**src/rtl/nfc_cal_latch_gen.sv**
```systemverilog
// Command/address latch generator for the NAND PHY.
// Takes a valid/ready byte stream and issues SDR CLE/ALE write cycles
// on one selected CE. WE setup, low, high and hold times are counted
// in system-clock cycles.
module nfc_cal_latch_gen #(
    parameter int unsigned NumberOfWays = 4,
    parameter int unsigned SetupCycles  = 1,
    parameter int unsigned WELowCycles  = 2,
    parameter int unsigned WEHighCycles = 2,
    parameter int unsigned HoldCycles   = 1,
    localparam int unsigned TidW = (NumberOfWays > 1) ? $clog2(NumberOfWays) : 1
) (
    input  logic                        iSystemClock,
    input  logic                        iModuleReset,
    input  logic                        iCmd_Valid,
    output logic                        oCmd_Ready,
    input  logic [7:0]                  iCmd_Data,
    input  logic                        iCmd_IsAddr,
    input  logic                        iCmd_Last,
    input  logic [TidW-1:0]             iTargetID,
    output logic                        oBusy,
    output logic                        oDone,
    output logic                        oDQSOutEnable,
    output logic                        oDQOutEnable,
    output logic [7:0]                  oDQStrobe,
    output logic [31:0]                 oDQ,
    output logic [2*NumberOfWays-1:0]   oChipEnable,
    output logic [3:0]                  oReadEnable,
    output logic [3:0]                  oWriteEnable,
    output logic [3:0]                  oAddressLatchEnable,
    output logic [3:0]                  oCommandLatchEnable
);

    typedef enum logic [2:0] {
        ST_IDLE,
        ST_SETUP,
        ST_WE_LOW,
        ST_WE_HIGH,
        ST_HOLD,
        ST_DONE
    } state_t;

    localparam logic [3:0] SetupLd  = 4'(SetupCycles - 1);
    localparam logic [3:0] WELowLd  = 4'(WELowCycles - 1);
    localparam logic [3:0] WEHighLd = 4'(WEHighCycles - 1);
    localparam logic [3:0] HoldLd   = 4'(HoldCycles - 1);

    state_t                      state_q, state_d;
    logic [3:0]                  cnt_q, cnt_d;
    logic [7:0]                  data_q, data_d;
    logic                        isaddr_q, isaddr_d;
    logic                        last_q, last_d;
    logic [TidW-1:0]             tgt_q, tgt_d;

    logic                        ready_q, ready_d;
    logic                        busy_q, busy_d;
    logic                        done_q, done_d;
    logic                        dqoe_q, dqoe_d;
    logic [31:0]                 dq_q, dq_d;
    logic [2*NumberOfWays-1:0]   ce_q, ce_d;
    logic [3:0]                  we_q, we_d;
    logic [3:0]                  ale_q, ale_d;
    logic [3:0]                  cle_q, cle_d;

    logic                        accept;
    logic                        active;

    // Next state, counter reload, byte latch and output decode. Outputs are
    // decoded from the next state so the registered pins line up with the state.
    always_comb begin
        accept   = iCmd_Valid && ready_q;
        state_d  = state_q;
        cnt_d    = (cnt_q != 4'd0) ? cnt_q - 4'd1 : 4'd0;
        data_d   = data_q;
        isaddr_d = isaddr_q;
        last_d   = last_q;
        tgt_d    = tgt_q;

        case (state_q)
            ST_IDLE: begin
                if (accept) begin
                    data_d   = iCmd_Data;
                    isaddr_d = iCmd_IsAddr;
                    last_d   = iCmd_Last;
                    tgt_d    = iTargetID;
                    state_d  = ST_SETUP;
                    cnt_d    = SetupLd;
                end
            end
            ST_SETUP: begin
                if (cnt_q == 4'd0) begin
                    state_d = ST_WE_LOW;
                    cnt_d   = WELowLd;
                end
            end
            ST_WE_LOW: begin
                if (cnt_q == 4'd0) begin
                    state_d = ST_WE_HIGH;
                    cnt_d   = WEHighLd;
                end
            end
            ST_WE_HIGH: begin
                if (cnt_q == 4'd0) begin
                    if (last_q) begin
                        state_d = ST_HOLD;
                        cnt_d   = HoldLd;
                    end else if (accept) begin
                        data_d   = iCmd_Data;
                        isaddr_d = iCmd_IsAddr;
                        last_d   = iCmd_Last;
                        if (iCmd_IsAddr == isaddr_q) begin
                            state_d = ST_WE_LOW;
                            cnt_d   = WELowLd;
                        end else begin
                            state_d = ST_SETUP;
                            cnt_d   = SetupLd;
                        end
                    end
                end
            end
            ST_HOLD: begin
                if (cnt_q == 4'd0) begin
                    state_d = ST_DONE;
                end
            end
            ST_DONE: begin
                state_d = ST_IDLE;
            end
            default: begin
                state_d = ST_IDLE;
            end
        endcase

        active = (state_d == ST_SETUP) || (state_d == ST_WE_LOW) ||
                 (state_d == ST_WE_HIGH) || (state_d == ST_HOLD);

        ce_d = '1;
        for (int unsigned w = 0; w < NumberOfWays; w++) begin
            if (active && (tgt_d == TidW'(w))) begin
                ce_d[2*w +: 2] = 2'b00;
            end
        end

        cle_d   = (active && !isaddr_d) ? 4'hF : 4'h0;
        ale_d   = (active && isaddr_d) ? 4'hF : 4'h0;
        dq_d    = active ? {4{data_d}} : '0;
        dqoe_d  = active;
        we_d    = (state_d == ST_WE_LOW) ? 4'h0 : 4'hF;
        done_d  = (state_d == ST_DONE);
        busy_d  = (state_d != ST_IDLE);
        ready_d = (state_d == ST_IDLE) ||
                  ((state_d == ST_WE_HIGH) && (cnt_d == 4'd0) && !last_d);
    end

    // State, byte latch and registered pin levels; reset drops any partial cycle.
    always_ff @(posedge iSystemClock) begin
        if (iModuleReset) begin
            state_q  <= ST_IDLE;
            cnt_q    <= '0;
            data_q   <= '0;
            isaddr_q <= 1'b0;
            last_q   <= 1'b0;
            tgt_q    <= '0;
            ready_q  <= 1'b0;
            busy_q   <= 1'b0;
            done_q   <= 1'b0;
            dqoe_q   <= 1'b0;
            dq_q     <= '0;
            ce_q     <= '1;
            we_q     <= 4'hF;
            ale_q    <= 4'h0;
            cle_q    <= 4'h0;
        end else begin
            state_q  <= state_d;
            cnt_q    <= cnt_d;
            data_q   <= data_d;
            isaddr_q <= isaddr_d;
            last_q   <= last_d;
            tgt_q    <= tgt_d;
            ready_q  <= ready_d;
            busy_q   <= busy_d;
            done_q   <= done_d;
            dqoe_q   <= dqoe_d;
            dq_q     <= dq_d;
            ce_q     <= ce_d;
            we_q     <= we_d;
            ale_q    <= ale_d;
            cle_q    <= cle_d;
        end
    end

    assign oCmd_Ready          = ready_q;
    assign oBusy               = busy_q;
    assign oDone               = done_q;
    assign oDQSOutEnable       = 1'b0;
    assign oDQOutEnable        = dqoe_q;
    assign oDQStrobe           = '0;
    assign oDQ                 = dq_q;
    assign oChipEnable         = ce_q;
    assign oReadEnable         = 4'hF;
    assign oWriteEnable        = we_q;
    assign oAddressLatchEnable = ale_q;
    assign oCommandLatchEnable = cle_q;

endmodule

```
**config.mk**
```make
export PLATFORM = sky130hd
export DESIGN_NAME = nfc_cal_latch_gen
export DESIGN_NICKNAME = d
export VERILOG_FILES = /design/src/rtl/nfc_cal_latch_gen.sv
export SDC_FILE = /design/constraint.sdc
export NUM_CORES = 1
export LEC_CHECK = 0
export ABC_CLOCK_PERIOD_IN_PS = 2700
export CAP_MARGIN = 15
export CORE_MARGIN = 2
export CORE_UTILIZATION = 42
export CTS_BUF_LIST = sky130_fd_sc_hd__clkbuf_4
export CTS_CLUSTER_SIZE = 24
export DETAILED_ROUTE_END_ITERATION = 16
export HOLD_SLACK_MARGIN = 0.05
export PLACE_DENSITY = 0.8
export REMOVE_ABC_BUFFERS = 1
export SYNTH_ARGS = -nofsm -noshare
export SYNTH_HDL_FRONTEND = slang
export SYNTH_SLANG_ARGS = --single-unit
```
**constraint.sdc**
```tcl
create_clock -name iSystemClock -period 2.7 [get_ports iSystemClock]
set_clock_uncertainty 0.1 [all_clocks]
set_input_delay 0.405 -clock iSystemClock [delete_from_list [all_inputs] [get_ports iSystemClock]]
set_output_delay 0.405 -clock iSystemClock [all_outputs]
set_load 0.02 [all_outputs]
```
==> run_results.csv <==
group,metric,value,unit
status,status,"complete, no violations",
setup_path,r2r_start,"cnt_q[0]",
setup_path,cp-start-kind,"flip-flop",
sta,rsz0062_at_grt,"no",
clock_tree,cts_max_path_buffers,2,
routing,viasPerCell,4.81,
synth,yosysTopAreaCell,"dfxtp_1",
synth,synth_area,1930,sq um
layout,fin_cells,288,
global_route,grt-ovfl-total,0,
routing,avgRoutedWirePerCell,12.8,um
global_route,grt_max_degree,22,
run,cap_violations,0,
synth,synth_area_per_cell,9.83,sq um
setup_path,required,2.87,ns
setup_path,cp-end-kind,"flip-flop",
clock_tree,cts_tree,"yes",
sta,timing.final.crit_period,2.49,ns
placed_design,place.gp.congestion,0.886,
synth,synth_ff_type,"dfxtp_1",
synth,synthArstFlopShare,0,%
clock_tree,insertion_delay,0.33,ns
synth,synth-simple-area-share,13.4,%
sta,worstMarginPinSlew,0.606,ns
pwr,power,0.00235,W
synth,ys_seq_area_share,39.5,%
sta,fin_tns_setup,0,ns
global_route,grt_pass1_wl,5990,um
synth,muxShareOfSynthArea,6.82,%
pwr,p_per_area,961,nW/um^2
synth,synth_top_family_by_area,"buffers and inverters",
routing,remaining_drc_errors,0,
synth,synth_edf_count,0,
synth,synthTopCellsByCount,"50 x buf_4, 38 x dfxtp_1, 17 x nor2_1",
sta,slew_viol_final,0,
synth,synth_top_area_share,39.5,%
synth,syn_inst,196,
synth,ys_top_cells_by_area,"dfxtp_1 39%, buf_4 19%, a211oi_2 6.5%",
clock_tree,cts_buffers,5,
clock_tree,cts_sinks,38,
clock_tree,htree_levels,2,
synth,synth_most_common_cell,"buf_4",
setup_path,cp_max_fo,10,
synth,yosysWarnings,0,
layout,nNetsFinal,252,
synth,synth_adder_area_share,1.30,%
setup_path,arrival,2.66,ns
die,die_h,71.7,um
setup_path,path_class,"reg -> reg",
sta,setup_violations,0,
clock_tree,cts_resized,0,
pwr,peakVddDrop,0.441,mV
synth,ys_ff_latch,38,
hold_path,hold_start,"data_q[3]",
die,coreArea,4380,sq um
die,pin_count,84,
setup_path,cp-startpoint,"cnt_q[0]",
routing,routed_wl,3680,um
routing,drtIter0Drc,102,
clock_tree,clkSlewWorstSetupHoldPaths,0.11,ns
global_route,grt_pass1_vias,1310,
routing,first_pass_iters,4,
die,die_x,71.7,um
global_route,track_usage,14.6,%
clock_tree,holdBufCountCts,0,
global_route,antenna_found_initial,0,
die,dieArea,5150,sq um
routing,ant_nets,0,
synth,yosys.cell_types.count,45,
layout,synthToLayoutAreaGrowth,26.7,%
layout,n_antenna_cell,0,
die,fp-row-count,24,
layout,final_layout_size_suffix_gt1_share,13.6,%
placed_design,place_inst,280,
sta,clock.fmax,401,MHz
sta,slew_headroom,59.6,%
sta,hold_viol,0,
synth,synth_compound_area_share,15.3,%
hold_path,hold_path.class,"reg -> reg",
placed_design,hpwl,2840,um
die,start_util,43.9,%
clock_tree,cts_setup_buffers,0,
clock_tree,cts_root_buffer,"clkbuf_4",
synth,synth_xor_xnor_area_share,0.909,%
pwr,p_leak,0.917,nW
sta,period_share,92.3,%
placed_design,numPortBuffers,70,
routing,vias,1384,
[report_power, final]
group          leakage [nW]  total (W)  internal, W  switching (W)
registers             0.310   0.000769     0.000680      0.0000881
logic                 0.562    0.00120     0.000533       0.000672
clock network        0.0450   0.000373     0.000192       0.000181
total                 0.917    0.00235      0.00141       0.000941
[placed cells by master, fill, tap and decap left out, types with 2 or more instances in the layout]
| master | Yosys | layout |
|---|---|---|
| clkdlybuf4s50_1 | 0 | 70 |
| dfxtp_1 | 38 | 38 |
| nor2_1 | 17 | 17 |
| conb_1 | 2 | 13 |
| mux2i_1 | 12 | 12 |
| a211oi_2 | 10 | 10 |
| a21oi_1 | 6 | 6 |
| o21ai_0 | 6 | 6 |
| buf_4 | 50 | 6 |
| nor3_1 | 5 | 5 |
| clkbuf_4 | 0 | 5 |
| inv_1 | 4 | 4 |
| and2_1 | 3 | 3 |
| o211ai_1 | 3 | 3 |
| nand3b_1 | 2 | 2 |
| and3b_1 | 2 | 2 |
| nand2_1 | 2 | 2 |
| nand4_1 | 2 | 2 |
| nor4_1 | 2 | 2 |
| ha_1 | 2 | 2 |
| clkinv_2 | 0 | 2 |
[worst max-delay path: stages, from the launching register on]
cell	delay [ns]
dfxtp_1	0.33
inv_1	0.09
ha_1	0.17
nor3b_2	0.42
mux2i_1	0.28
o2111ai_2	0.25
or3_1	0.38
buf_4	0.19
a211oi_2	0.22
[logic make-up (layout without fill, tap and decap cells)]
kind of cell	after synthesis	after routing
AOI/OAI and AO/OA	34	34
muxes	13	13
other	2	13
DFF	38	38
adders and majority gates	2	2
and+or+nand+nor	46	46
xor gates and xnor gates	2	2
buffers and inverters	59	88
[layout make-up]
| cell class | count | area [sq um] |
|---|---|---|
| fill | 392 | 1940 |
| multi-input combinational | 110 | 777 |
| sequential | 38 | 761 |
| timing repair buffer | 76 | 746 |
| tap | 52 | 65.1 |
| clock inverter | 3 | 40.0 |
| clock buffer | 5 | 37.5 |
| inverter | 4 | 15.0 |
[path summary, 6_finish.rpt]
path / to / slack, ns / cells after the start
worst max-delay path: oDQ[28] / 0.21 / 8
worst min-delay path: data_q[3] / 0.43 / 2
worst max register to register: oDQ[28] / 0.21 / 8
worst min register to register: data_q[3] / 0.43 / 2
[routing by layer]
layer	wire [um]	track usage, %
met1	1560	18.5
met2	1780	24.4
met3	290	3.23
met4	46	5.66
met5	0	0
[registers in the layout (all words and copies together) (netlist names), 2 cells and up]
name,flops
oChipEnable,4
cnt_q,4
oDQ,8
tgt_q,2
data_q,8
state_q,3
[stage by stage]
stage	hold WS [ns]	utilization, %	setup slack [ns]	instance area, sq um
6_report	0.426	55.7	0.209	2440
5_1_grt	0.465	55.7	0.0607	2440
4_1_cts	0.427	55.7	0.231	2440
3_5_place_dp	0.399	53.9	0.220	2360
3_3_place_gp	0.391	53.9	0.272	2360
2_1_floorplan	0.370	-	0.276	1550
Power figures use the tool's default switching activity.
